[config.mk]
export PLATFORM = sky130hd
export DESIGN_NAME = riscv_lsu
export DESIGN_NICKNAME = d
export VERILOG_FILES = /design/src/rtl/riscv_lsu.sv
export SDC_FILE = /design/constraint.sdc
export NUM_CORES = 1
export LEC_CHECK = 0
export CORE_MARGIN = 3
export CORE_UTILIZATION = 40
export DETAILED_ROUTE_END_ITERATION = 10
export HOLD_SLACK_MARGIN = 0.02
export PLACE_DENSITY_LB_ADDON = 0.15
export SYNTH_ARGS = -nofsm -noshare
export SYNTH_HDL_FRONTEND = slang
export SYNTH_SLANG_ARGS = --single-unit
export TNS_END_PERCENT = 50
[constraint.sdc]
create_clock -name clk -period 4.6 [get_ports clk]
set_input_delay 1.15 -clock clk [delete_from_list [all_inputs] [get_ports clk]]
set_output_delay 1.15 -clock clk [all_outputs]
set_load 0.01 [all_outputs]
[src/rtl/riscv_lsu.sv]
// riscv_lsu: single-outstanding load/store unit between a RISC-V core and a
// 32-bit word-addressed memory port.
//
// Optional feature: define LSU_MISALIGN_TRAP_EN to complete misaligned
// accesses with an error and no memory access. With it undefined, the
// address is forced to size alignment and resp_err stays 0.
//
// Ports:
//   clk, rst_n          rising-edge clock, synchronous active-low reset
//   i_req_*             core request (valid/ready handshake, we, size,
//                       unsigned, addr, wdata)
//   o_resp_*            one-cycle completion pulse, extended load data, error
//   o_mem_* / i_mem_*   memory request held until i_mem_ready, read data in
module riscv_lsu (
  input  logic        clk,
  input  logic        rst_n,
  input  logic        i_req_valid,
  output logic        o_req_ready,
  input  logic        i_req_we,
  input  logic [1:0]  i_req_size,
  input  logic        i_req_unsigned,
  input  logic [31:0] i_req_addr,
  input  logic [31:0] i_req_wdata,
  output logic        o_resp_valid,
  output logic [31:0] o_resp_rdata,
  output logic        o_resp_err,
  output logic        o_mem_valid,
  input  logic        i_mem_ready,
  output logic [31:0] o_mem_addr,
  output logic        o_mem_we,
  output logic [3:0]  o_mem_wstrb,
  output logic [31:0] o_mem_wdata,
  input  logic [31:0] i_mem_rdata
);

  localparam int unsigned DATA_W = 32;
  localparam int unsigned STRB_W = 4;

  typedef enum logic [1:0] {
    IDLE = 2'd0,
    BUS  = 2'd1,
    RESP = 2'd2
  } state_t;

  state_t              r_state, w_state_nxt;
  logic                r_req_ready, w_req_ready_nxt;
  logic                r_we, w_we_nxt;
  logic [1:0]          r_size, w_size_nxt;
  logic                r_unsigned, w_unsigned_nxt;
  logic [1:0]          r_lane, w_lane_nxt;
  logic                r_resp_valid, w_resp_valid_nxt;
  logic                r_resp_err, w_resp_err_nxt;
  logic [DATA_W-1:0]   r_resp_rdata, w_resp_rdata_nxt;
  logic                r_mem_valid, w_mem_valid_nxt;
  logic [DATA_W-1:0]   r_mem_addr, w_mem_addr_nxt;
  logic                r_mem_we, w_mem_we_nxt;
  logic [STRB_W-1:0]   r_mem_wstrb, w_mem_wstrb_nxt;
  logic [DATA_W-1:0]   r_mem_wdata, w_mem_wdata_nxt;

  logic                w_is_half;
  logic                w_is_word;
  logic [DATA_W-1:0]   w_addr_al;
  logic [STRB_W-1:0]   w_strb;
  logic [DATA_W-1:0]   w_wdata_rep;
  logic                w_misal;
  logic [7:0]          w_ld_byte;
  logic [15:0]         w_ld_half;
  logic [DATA_W-1:0]   w_ld_ext;

  // Request decode: size class, size-aligned address, lane strobes, replicated store data.
  always_comb begin
    w_is_half   = (i_req_size == 2'b01);
    w_is_word   = i_req_size[1];
    w_addr_al   = i_req_addr;
    w_strb      = 4'b1111;
    w_wdata_rep = i_req_wdata;
    w_misal     = 1'b0;
    if (w_is_word) begin
      w_addr_al[1:0] = 2'b00;
    end else if (w_is_half) begin
      w_addr_al[0] = 1'b0;
      w_strb       = w_addr_al[1] ? 4'b1100 : 4'b0011;
      w_wdata_rep  = {2{i_req_wdata[15:0]}};
    end else begin
      w_strb      = STRB_W'(4'b0001 << i_req_addr[1:0]);
      w_wdata_rep = {4{i_req_wdata[7:0]}};
    end
`ifdef LSU_MISALIGN_TRAP_EN
    w_misal = (w_is_half & i_req_addr[0]) | (w_is_word & (|i_req_addr[1:0]));
`endif
  end

  // Load lane select and sign/zero extension of the returned word.
  always_comb begin
    w_ld_half = r_lane[1] ? i_mem_rdata[31:16] : i_mem_rdata[15:0];
    case (r_lane)
      2'd0:    w_ld_byte = i_mem_rdata[7:0];
      2'd1:    w_ld_byte = i_mem_rdata[15:8];
      2'd2:    w_ld_byte = i_mem_rdata[23:16];
      default: w_ld_byte = i_mem_rdata[31:24];
    endcase
    if (r_size[1]) begin
      w_ld_ext = i_mem_rdata;
    end else if (r_size == 2'b01) begin
      w_ld_ext = {{16{~r_unsigned & w_ld_half[15]}}, w_ld_half};
    end else begin
      w_ld_ext = {{24{~r_unsigned & w_ld_byte[7]}}, w_ld_byte};
    end
  end

  // Next-state and next-output logic.
  always_comb begin
    w_state_nxt      = r_state;
    w_we_nxt         = r_we;
    w_size_nxt       = r_size;
    w_unsigned_nxt   = r_unsigned;
    w_lane_nxt       = r_lane;
    w_resp_valid_nxt = 1'b0;
    w_resp_err_nxt   = 1'b0;
    w_resp_rdata_nxt = r_resp_rdata;
    w_mem_valid_nxt  = r_mem_valid;
    w_mem_addr_nxt   = r_mem_addr;
    w_mem_we_nxt     = r_mem_we;
    w_mem_wstrb_nxt  = r_mem_wstrb;
    w_mem_wdata_nxt  = r_mem_wdata;

    case (r_state)
      IDLE: begin
        if (i_req_valid) begin
          w_we_nxt       = i_req_we;
          w_size_nxt     = i_req_size;
          w_unsigned_nxt = i_req_unsigned;
          w_lane_nxt     = w_addr_al[1:0];
          if (w_misal) begin
            // Trap: complete immediately with an error, never touch memory.
            w_state_nxt      = RESP;
            w_resp_valid_nxt = 1'b1;
            w_resp_err_nxt   = 1'b1;
            w_resp_rdata_nxt = '0;
          end else begin
            w_state_nxt     = BUS;
            w_mem_valid_nxt = 1'b1;
            w_mem_addr_nxt  = {w_addr_al[31:2], 2'b00};
            w_mem_we_nxt    = i_req_we;
            w_mem_wstrb_nxt = i_req_we ? w_strb : 4'b0000;
            w_mem_wdata_nxt = i_req_we ? w_wdata_rep : '0;
          end
        end
      end
      BUS: begin
        if (i_mem_ready) begin
          w_state_nxt      = RESP;
          w_mem_valid_nxt  = 1'b0;
          w_resp_valid_nxt = 1'b1;
          w_resp_rdata_nxt = r_we ? '0 : w_ld_ext;
        end
      end
      RESP: begin
        w_state_nxt = IDLE;
      end
      default: begin
        w_state_nxt     = IDLE;
        w_mem_valid_nxt = 1'b0;
      end
    endcase

    w_req_ready_nxt = (w_state_nxt == IDLE);
  end

  // State and output registers.
  always_ff @(posedge clk) begin
    if (!rst_n) begin
      r_state      <= IDLE;
      r_req_ready  <= 1'b1;
      r_we         <= 1'b0;
      r_size       <= 2'b00;
      r_unsigned   <= 1'b0;
      r_lane       <= 2'b00;
      r_resp_valid <= 1'b0;
      r_resp_err   <= 1'b0;
      r_resp_rdata <= '0;
      r_mem_valid  <= 1'b0;
      r_mem_addr   <= '0;
      r_mem_we     <= 1'b0;
      r_mem_wstrb  <= '0;
      r_mem_wdata  <= '0;
    end else begin
      r_state      <= w_state_nxt;
      r_req_ready  <= w_req_ready_nxt;
      r_we         <= w_we_nxt;
      r_size       <= w_size_nxt;
      r_unsigned   <= w_unsigned_nxt;
      r_lane       <= w_lane_nxt;
      r_resp_valid <= w_resp_valid_nxt;
      r_resp_err   <= w_resp_err_nxt;
      r_resp_rdata <= w_resp_rdata_nxt;
      r_mem_valid  <= w_mem_valid_nxt;
      r_mem_addr   <= w_mem_addr_nxt;
      r_mem_we     <= w_mem_we_nxt;
      r_mem_wstrb  <= w_mem_wstrb_nxt;
      r_mem_wdata  <= w_mem_wdata_nxt;
    end
  end

  assign o_req_ready  = r_req_ready;
  assign o_resp_valid = r_resp_valid;
  assign o_resp_err   = r_resp_err;
  assign o_resp_rdata = r_resp_rdata;
  assign o_mem_valid  = r_mem_valid;
  assign o_mem_addr   = r_mem_addr;
  assign o_mem_we     = r_mem_we;
  assign o_mem_wstrb  = r_mem_wstrb;
  assign o_mem_wdata  = r_mem_wdata;

endmodule

==> out/metrics.cfg <==
[worst_setup_path]
cp_num_cells = 5
ff2ff_setup_slack_ns = 1.94
r2r-end = o_resp_rdata[17]
endpoint_kind = register
r2r-start = r_lane[1]
path_cells = clkdlybuf4s50_1 -> mux2i_1 -> nor3_1 -> o31ai_2 -> o21ai_0
crit_start = i_mem_rdata[31]
cp_slowest_cell = o31ai_2
worst-path-max-fanout = 16
cp.required_ns = 4.77
crit_end = o_resp_rdata[17]
cp_top_family = compound AO/OA/AOI/OAI gates
start_kind = input pin
path_buf_inv = 1
max_stage_delay_ns = 0.89
critPathKind = in2reg
critPathArrivalTime_ns = 3.11
reg2reg_depth = 4

[yosys]
syn_inst = 555
synth-xor-area-share_pct = 0
yosysSeqAreaShare_pct = 45.0
synth-adder-area-share_pct = 0
synthFlopType = dfxtp_1
synth.area.mux_share_pct = 8.91
yosys.area.top_type = dfxtp_1
synth_cell_types = 40
ys_seq_elements = 109
async_reset_ff_share_pct = 0
avgSynthCellArea_um2 = 8.73
synth_simple_gate_area_share_pct = 20.6
synth-edff-count = 0
yosysWarnings = 0
netlist_area_um2 = 4850
synth_compound_area_share_pct = 20.7
synth_area_leaders = dfxtp_1, nand2_1, a21boi_0
synth_top_family_by_area = compound AO/OA/AOI/OAI gates
yosys.area.top_type_share_pct = 45.0

[timing]
fmax_mhz = 341
setup_violations = 0
setup_ws_ns = 1.67
drv_slew = 0
setup-tns-final_ns = 0
max_slew_margin_pct = 18.9
hold_ws_ns = 0.442
fin_crit_ns = 2.93
tightest_slew_ns = 1.22
min_period_over_period_pct = 63.8
finClkSkew_ns = 0.00685
hold_violations = 0
rsz0062_at_grt = no

[placement]
gp_congestion = 0.826
place_area_um2 = 6920
dp_slack_ns = 1.33
dp_cells = 865
io_buffers = 205
place_hpwl_mm = 10.4

[die]
core_um2 = 11600
io_pins = 209
start_util_pct = 41.7
fp-row-count = 39
dieArea_um2 = 13500
die_x_um = 116
die_y_um = 116

[route]
post-route-drc-count = 0
drt_iter0_markers = 244
wl_mm = 14.4
viasPerCell = 5.24
drtAntennaViolNets = 0
first_pass_iters = 4
post_drt_wl_per_cell_um = 16.3
vias = 4602

[clocking]
htreeDepth = 3
cts_setup_buffers = 0
cts-root-buf = clkbuf_16
cts_tree = built
cts_buffer_depth = 2
ctsResizeCount = 0
numClockSinks = 109
cts_hold_buffers = 0
numCtsBuffers = 9
clk_latency_ns = 0.34
clk_pin_slew_ns = 0.06

[cells_and_area]
final_cell_mix = clkdlybuf4s50_1, nand2_1, dfxtp_1
multi_input_area_um2 = 2450
antennaDiodeCount = 0
syn_to_final_growth_pct = 48.2
fillers = 982
fin_area_um2 = 7180
drive_above_1_share_pct = 5.57
register_area_um2 = 2180
fin_nets = 837
final_cells = 879
final_common_cell = clkdlybuf4s50_1
utilization_pct = 61.8

[global_routing]
grt_max_degree = 52
grtUsageTotal_pct = 21.0
first_global_vias = 4483
antenna_found_initial = 0
grt_first_pass_wirelength_mm = 22.6
gr-total-overflow = 0

[pwr]
powerDensity_nw_per_um2 = 300
peakVddDrop_uv = 156
power_mw = 2.15
p_leak_nw = 2.57

[min_path]
hold_class = reg2reg

[status]
status = completed

[run]
maxCapViolCount = 0

-- report_power, final --
part           internal, mW  leakage, nW  switching [mW]
logic                 0.228         1.55           0.177
registers             0.994        0.889          0.0380
clock network         0.390        0.134           0.327
-- cells by family after synthesis --
logic type / count (synthesis)
and+or+nand+nor: 213
AOI/OAI and AO/OA: 139
DFF: 109
buffers and inverters: 52
muxes: 41
other: 1
-- final cells by class --
class | instances | share of cell area [%]
Sequential cell | 109 | 30.4
Multi-Input combinational cell | 396 | 34.1
Tap cell | 143 | 2.49
Timing Repair Buffer | 209 | 28.9
Clock inverter | 2 | 0.139
Clock buffer | 12 | 3.57
Inverter | 8 | 0.418
-- tightest hold or removal path, cell delays in order, from the launching register on --
cell and delay [ns]:
dfxtp_1 0.31, nand2_1 0.05, o21ai_1 0.05
-- Yosys cell counts, types with 7 or more instances --
master,count
a21boi_0,53
a21oi_1,10
and2_1,17
buf_2,14
clkbuf_1,24
dfxtp_1,109
inv_1,8
mux2_2,17
mux2i_1,24
nand2_1,126
nand2b_1,9
nand3_1,17
nor2b_1,24
o21ai_0,14
o21ai_1,16
o22ai_1,7
o2bb2ai_1,16
or3_1,7
-- worst min-delay path by stage --
stage                          start               end  slack [ns]  depth (start not counted)
CTS                  o_resp_rdata[3]   o_resp_rdata[3]        0.45                          2
global placement    o_resp_rdata[20]  o_resp_rdata[20]        0.43                          2
detailed placement   o_resp_rdata[3]   o_resp_rdata[3]        0.44                          2
finish               o_resp_rdata[3]   o_resp_rdata[3]        0.44                          2
floorplan            o_resp_rdata[0]   o_resp_rdata[0]        0.47                          2
global route        o_resp_rdata[23]  o_resp_rdata[23]        0.46                          2
-- sequential cells by signal, summed over array words and instances (netlist names) --
signal	flops
o_mem_addr	30
r_size	2
r_unsigned	1
r_state	2
o_mem_wdata	32
o_req_ready	1
r_lane	2
o_mem_wstrb	4
o_resp_valid	1
o_mem_we	1
o_resp_rdata	32
o_mem_valid	1
-- layer usage --
layer | track usage, % | vias to the layer above | part of all wire (%)
met5 | 0 | - | 0
met4 | 7.42 | 0 | 2.3
met3 | 7.10 | 27 | 9.5
met2 | 33.4 | 197 | 45
met1 | 26.6 | 2122 | 43
li1 | - | 2256 | -
No activity file was read; power rests on OpenSTA's default activity.
